<file path="config.mk">
export PLATFORM = sky130hd
export DESIGN_NAME = io_bus_bridge
export DESIGN_NICKNAME = d
export VERILOG_FILES = /design/src/rtl/soc_pkg.sv /design/src/rtl/sync2.sv /design/src/rtl/io_bus_bridge.sv
export SDC_FILE = /design/constraint.sdc
export NUM_CORES = 1
export LEC_CHECK = 0
export BUFFER_PORTS_ARGS = -buffer_cell sky130_fd_sc_hd__buf_2
export CORE_MARGIN = 3
export CORE_UTILIZATION = 43
export CTS_CLUSTER_DIAMETER = 50
export DETAILED_ROUTE_END_ITERATION = 16
export GPL_ROUTABILITY_DRIVEN = 0
export PLACE_DENSITY = 0.84
export SLEW_MARGIN = 20
export SYNTH_ARGS = -nofsm -noshare
export SYNTH_HDL_FRONTEND = slang
export SYNTH_SLANG_ARGS = --single-unit
</file>
<file path="constraint.sdc">
create_clock -name clk -period 4.1 [get_ports clk]
set_input_delay 1.23 -clock clk [delete_from_list [all_inputs] [get_ports clk]]
set_output_delay 1.23 -clock clk [all_outputs]
set_load 0.03 [all_outputs]
</file>
<file path="src/rtl/soc_pkg.sv">
// Shared SoC constants: peripheral page, peripheral register offsets and bridge FSM states.
package soc_pkg;

    localparam logic [19:0] PERIPH_BASE = 20'hFFFFF;

    localparam logic [11:0] OFS_SEG = 12'h000;
    localparam logic [11:0] OFS_LED = 12'h060;
    localparam logic [11:0] OFS_SW  = 12'h070;

    typedef enum logic {
        IDLE   = 1'b0,
        RDWAIT = 1'b1
    } bridge_state_t;

endpackage

</file>
<file path="src/rtl/sync2.sv">
// Two-flop synchronizer for asynchronous level inputs, synchronous active-high reset.
module sync2 #(
    parameter int W = 1
) (
    input  logic         clk,
    input  logic         rst,
    input  logic [W-1:0] d,
    output logic [W-1:0] q
);

    logic [W-1:0] meta;

    always_ff @(posedge clk) begin
        if (rst) begin
            meta <= '0;
            q    <= '0;
        end else begin
            meta <= d;
            q    <= meta;
        end
    end

endmodule

</file>
<file path="src/rtl/io_bus_bridge.sv">
// Routes CPU loads/stores to the synchronous data RAM or the on-board peripherals,
// stalling the CPU for one cycle on every RAM load.
module io_bus_bridge
    import soc_pkg::*;
#(
    parameter int          DRAM_AW     = 14,
    parameter logic [19:0] PERIPH_BASE = 20'hFFFFF
) (
    input  logic               clk,
    input  logic               rst,
    input  logic               IO_rd_e,
    input  logic               IO_wr_e,
    input  logic [31:0]        io_addr,
    input  logic [31:0]        io_wdata,
    output logic [31:0]        io_rdata,
    output logic               io_stall,
    output logic [DRAM_AW-1:0] dram_addr,
    output logic [31:0]        dram_wdata,
    output logic               dram_we,
    input  logic [31:0]        dram_rdata,
    input  logic [23:0]        sw,
    output logic [23:0]        led,
    output logic [31:0]        seg_data,
    output bridge_state_t      dbg_state
);

    // Handshake: the CPU holds IO_rd_e/io_addr steady while io_stall is high; the load
    // completes in the cycle after the stall, when io_rdata carries the RAM word.

    bridge_state_t state_q, state_d;

    logic        periph;
    logic        wr;
    logic        rd;
    logic [9:0]  ofs_word;
    logic [23:0] sw_s;
    logic [31:0] periph_rdata;

    assign periph     = (io_addr[31:12] == PERIPH_BASE);
    assign wr         = IO_wr_e;
    assign rd         = IO_rd_e & ~IO_wr_e;
    assign ofs_word   = io_addr[11:2];
    assign dram_addr  = io_addr[DRAM_AW+1:2];
    assign dram_wdata = io_wdata;
    assign dram_we    = wr & ~periph & ~rst;
    assign dbg_state  = state_q;

    sync2 #(.W(24)) u_sw_sync (
        .clk (clk),
        .rst (rst),
        .d   (sw),
        .q   (sw_s)
    );

    // Only the switch register is readable; every other offset reads as zero.
    assign periph_rdata = (ofs_word == OFS_SW[11:2]) ? {8'h00, sw_s} : 32'h0;

    always_ff @(posedge clk) begin
        if (rst) begin
            led      <= '0;
            seg_data <= '0;
        end else if (wr && periph) begin
            if (ofs_word == OFS_SEG[11:2]) seg_data <= io_wdata;
            if (ofs_word == OFS_LED[11:2]) led      <= io_wdata[23:0];
        end
    end

    always_ff @(posedge clk) begin
        if (rst) state_q <= IDLE;
        else     state_q <= state_d;
    end

    // RDWAIT never looks at the strobes, so the held load is not restarted.
    always_comb begin
        state_d  = state_q;
        io_stall = 1'b0;
        io_rdata = 32'h0;
        case (state_q)
            IDLE: begin
                if (!rst && rd && !periph) begin
                    io_stall = 1'b1;
                    state_d  = RDWAIT;
                end else if (!rst && rd && periph) begin
                    io_rdata = periph_rdata;
                end
            end
            RDWAIT: begin
                state_d = IDLE;
                if (!rst) io_rdata = dram_rdata;
            end
            default: state_d = IDLE;
        endcase
    end

endmodule

</file>
Word-level counts from Yosys, hierarchy flattened
Index checks and enable logic that the tools add are counted.
- register bits: 105
- input port bits: 124
- output and inout port bits: 137
- logic and storage cells: 32
- equal/unequal tests: 3
- mux-type cells: 8
- bitwise operators: 7
- reduce and logical (&&, ||, !) cells: 9
- operator list (operator ; number):
    24-bit two-way mux ; 3
    32-bit case mux with 2 select lines ; 1
    32-bit two-way mux ; 1
    10-bit by 5-bit equality test with 1-bit output (second input constant) ; 2
    20-bit equality test (second input constant) ; 1
    10-bit logical NOT ; 1
    1-bit logical AND ; 4
    1-bit NOT ; 4
    2-bit AND reduction ; 2
    1-bit bitwise AND ; 3
    1-bit logical NOT ; 2
    1-bit two-way mux ; 2
    1-bit case mux with 2 select lines ; 1

Logic depth before layout (Yosys ltp)
- word-level depth: 7
- mapped depth: 6
- depth with buffers taken out: 4

Cells and area by module
From an unflattened synthesis, not the netlist that was laid out.
- cells, all modules: 465
- area, all modules: 4335.4 um^2
- by module, submodules not included (module ; instances ; cells an instance ; area each (um^2) ; sequential area each (um^2)):
    io_bus_bridge ; 1 ; 364 ; 3030.4 ; 1141.1
    sync2 ; 1 ; 101 ; 1305.0 ; 960.9

Worst setup path before layout
Ideal clock, no wire load.
- path kind: input -> output
- start point: input io_addr[21]
- end point: output io_rdata[10]
- arrival time: 2.717 ns
- required time: 2.870 ns
- slack: 0.153 ns
- cell stages on the path: 5
- buffers on the path: 1
- cells stage by stage: nand4_1 or2_2 nor4_4 buf_6 a22o_1
- word-level cells in the longest chain between the ends: 5
- elaborated cells on any way between the ends: 7
- those cells by class: eq/ne (1); mux (3); reduce/logical (3)
- RTL lines (item ; line ; text):
    start: declaration ; io_bus_bridge.sv:13 ; input logic [31:0] io_addr,
    20-bit equality test * ; io_bus_bridge.sv:39 ; assign periph = (io_addr[31:12] == PERIPH_BASE);
    1-bit logical AND or 1-bit logical NOT (tied branches) ; io_bus_bridge.sv:83, io_bus_bridge.sv:80 ;
    24-bit two-way mux or 1-bit logical AND (tied branches) ; io_bus_bridge.sv:83, io_bus_bridge.sv:80 ;
    24-bit two-way mux * ; io_bus_bridge.sv:80 ; if (!rst && rd && !periph) begin
    32-bit case mux with 2 select lines * ; io_bus_bridge.sv:78 ; case (state_q)
    end: declaration ; io_bus_bridge.sv:15 ; output logic [31:0] io_rdata,
Mark *: on every way between the ends. The rest lies on a longest branch, timed or not.

Worst setup path after layout
- start point: input io_addr[30]
- end point: output io_rdata[9]
The elaborated chain is that of the path after synthesis.

==> key figures <==
Layout
  • Design area: between 5000 and 6000 um2
  • N_diodes: 0
  • Nets: between 700 and 800
  • Final Non-Filler Cells: 799
  • Layout cells sized above 1: 0.4507
  • Area grow syn2layout: 29.96%
  • Most frequent cells in the layout: buf_2, dfxtp_1, nand3_1, a21oi_1, nor2b_1
  • Layout fillers: ~900
  • Most common cell after layout, fill and taps aside: buf_2

Worst setup path
  • Largest stage delay, worst path: around 420 ps
  • Largest fanout on the critical path: 12
  • Worst setup path class: input port to output port
  • CP Capture Type: output port
  • Crit-path cells: buf_2 -> nand4_1 -> or3_4 -> nor4_4 -> buf_4 -> clkbuf_16 -> a22o_1 -> buf_2
  • CP max stage cell: or3_4
  • Cell mode on critical path: buf_2
  • Critical Path RT: around 2900 ps
  • Critical path arrival: around 2800 ps
  • CP Launch Type: input port

STA
  • Final min period: roughly 4000 ps
  • Min Hold Slack: 442.2 ps
  • RSZ-0062 raised after global routing: false
  • Final worst slack: approximately 60 ps
  • Worst Max-Slew Pin Slew: 1020 ps
  • Hold Fails Final Rpt: 0
  • Clock Skew: roughly 9.7 ps
  • Fin crit share: 0.9850
  • Final Max Tran Viols: 0
  • Max Clock Freq: roughly 0.25 GHz
  • Setup violators final: 0
  • Setup_tns: 0 ps
  • Max_slew headroom: 0.3199

Clocking
  • Post-CTS Hold Buffers: 0
  • TritonCTS Buffers: 9
  • Sinks on Clock Net: around 110
  • Clock Tree Buf Depth: 2
  • Htree depth: 3
  • CTS root buf: clkbuf_8
  • Clock transition at path regs: 100 ps
  • TritonCTS clock tree: yes
  • Clock Latency Late Sink: about 350 ps

GRT
  • Largest net degree at the start of global routing: roughly 110
  • Antenna violations before repair: 0
  • Number of global-route vias before repair: slightly below 4,000
  • All-layer global routing usage: 0.2136
  • Grt ovf: 0
  • First-pass GRT wire length: just under 20,000 um

Drt
  • DR WL met3: around 960 um
  • Met2 Routed Length: a little under 7000 um
  • Top sig layer: met4
  • DR WL/cell: 16.04 um
  • DR DRC count: 0
  • Via density: between 5 and 6
  • Via count: about 4,200
  • Post-route antenna net violation count: 0
  • Initial DRC Count: between 150 and 200
  • Final WL: approximately 13,000 um
  • First-pass DRT Iterations: 5
  • Met1 WL: ~4700 um

Floorplanning
  • Die X: about 110 um
  • Row Count: 35
  • Die ar.: roughly 11,000 um2
  • Height of the chip: ~110 um
  • Core Box Area: 9503 um2
  • Starting density of the core: 0.4531
  • Num ports: about 260

Logic synthesis
  • Synth unique cells: 30
  • Yosys Warn Count: 0
  • Top cells by area, synth: dfxtp_1, buf_4, nor2b_1, a21oi_1, nand3_1
  • Main flop type after synthesis: dfxtp_1
  • Mean Syn Cell Area: 9.239 um2
  • Register area share after synthesis: 0.4882
  • Post-synth top area cell: dfxtp_1
  • Post-Syn Nets: just under 600
  • Synth top area share: 0.4882
  • Number of synthesized flops with an enable pin: 0
  • Synth Register Bits: ~110
  • Post-Synthesis Cells: about 470
  • FFs w/ async S/R, synth: 0
  • Synthesized area: between 4000 and 5000 um2

Flow run
  • # Max-Cap Violations: 0

Placed design
  • Setup WS pre-CTS: 54.05 ps
  • DPL Wire Length: approximately 9300 um
  • Buffers on Ports: between 200 and 300
  • Post-Place Cells: between 700 and 800
  • Post-DP Area: between 5000 and 6000 um2

Pwr
  • Worst vdd ir: about 160 uV
  • Leakage power: 2.607 nW
  • Pwr Density: 345.0 nW/um2

Worst hold path
  • Hold Crit Class: register to register

Run status
  • Run status: finished, final reports clean
[area by class of cell]
cell class              instances  area (um2)  share of cell area
multi-input cells             276        1685              0.3012
flip-flops and latches        105        2102              0.3757
repair buffers                273        1436              0.2567
well taps                     129       161.4             0.02885
clock inverters                 7       86.33             0.01543
clock buffers                   9       123.9             0.02214
[per-layer routing]
layer / vias up / track usage
met5: - / 0
met4: 0 / 0.07678
met3: 21 / 0.04857
met2: 202 / 0.3966
met1: 1941 / 0.2375
li1: 1988 / -
[final timing paths]
| kind | slack (ps) | to | startpoint | depth (start not counted) |
|---|---|---|---|---|
| hold / removal | 440 | u_sw_sync.q[19] | u_sw_sync.meta[19] | 1 |
| hold reg to reg | 440 | u_sw_sync.q[19] | u_sw_sync.meta[19] | 1 |
| setup / recovery | 60 | io_rdata[9] | io_addr[30] | 8 |
| setup reg to reg | 3190 | dbg_state | dbg_state | 2 |
[state kept, by name, summed over array words and instances, names as in the netlist]
register	count
dbg_state	1
led	24
seg_data	32
u_sw_sync.meta	24
u_sw_sync.q	24
[worst max-delay path: cells and delay by family]
kind,cells,cell delay (ps)
AOI/OAI and AO/OA,1,130
and+or+nand+nor,3,830
buffers and inverters,4,620
[through the flow]
step	total power, mW	utilization
finish	1.930	0.5888
global route	2.015	0.5888
CTS	1.956	0.5839
detailed placement	1.284	0.5618
global placement	1.279	0.5618
floorplan	1.207	-
[report_power, final]
| group | internal (mW) | leakage (nW) | switching, mW |
|---|---|---|---|
| clock network | 0.297 | 0.109 | 0.373 |
| logic | 0.0828 | 1.64 | 0.131 |
| registers | 1.04 | 0.856 | 0.00529 |
[cells in the mapped netlist (2+ instances only)]
master / n
dfxtp_1: 105
a21oi_1: 56
nand3_1: 56
nor2b_1: 51
buf_4: 46
o21ai_1: 31
a22o_1: 24
o21ai_0: 23
clkbuf_1: 21
buf_2: 12
and2_1: 8
nand4_1: 6
buf_6: 5
and4_1: 3
nor4_1: 2
nor4_4: 2
o21ai_2: 2
[kinds of logic after synthesis]
kind of cell,count (synthesis),share of synthesized area
and+or+nand+nor,140,0.2046
AOI/OAI and AO/OA,136,0.1808
DFF,105,0.4882
buffers and inverters,85,0.1264
[timing repair]
action	in CTS	in global routing
hold endpoints to repair	0	0
endpoints found under the setup margin	0	14
gates resized for setup	0	3
setup buffers	0	1
(Power assumes the default switching activity.)
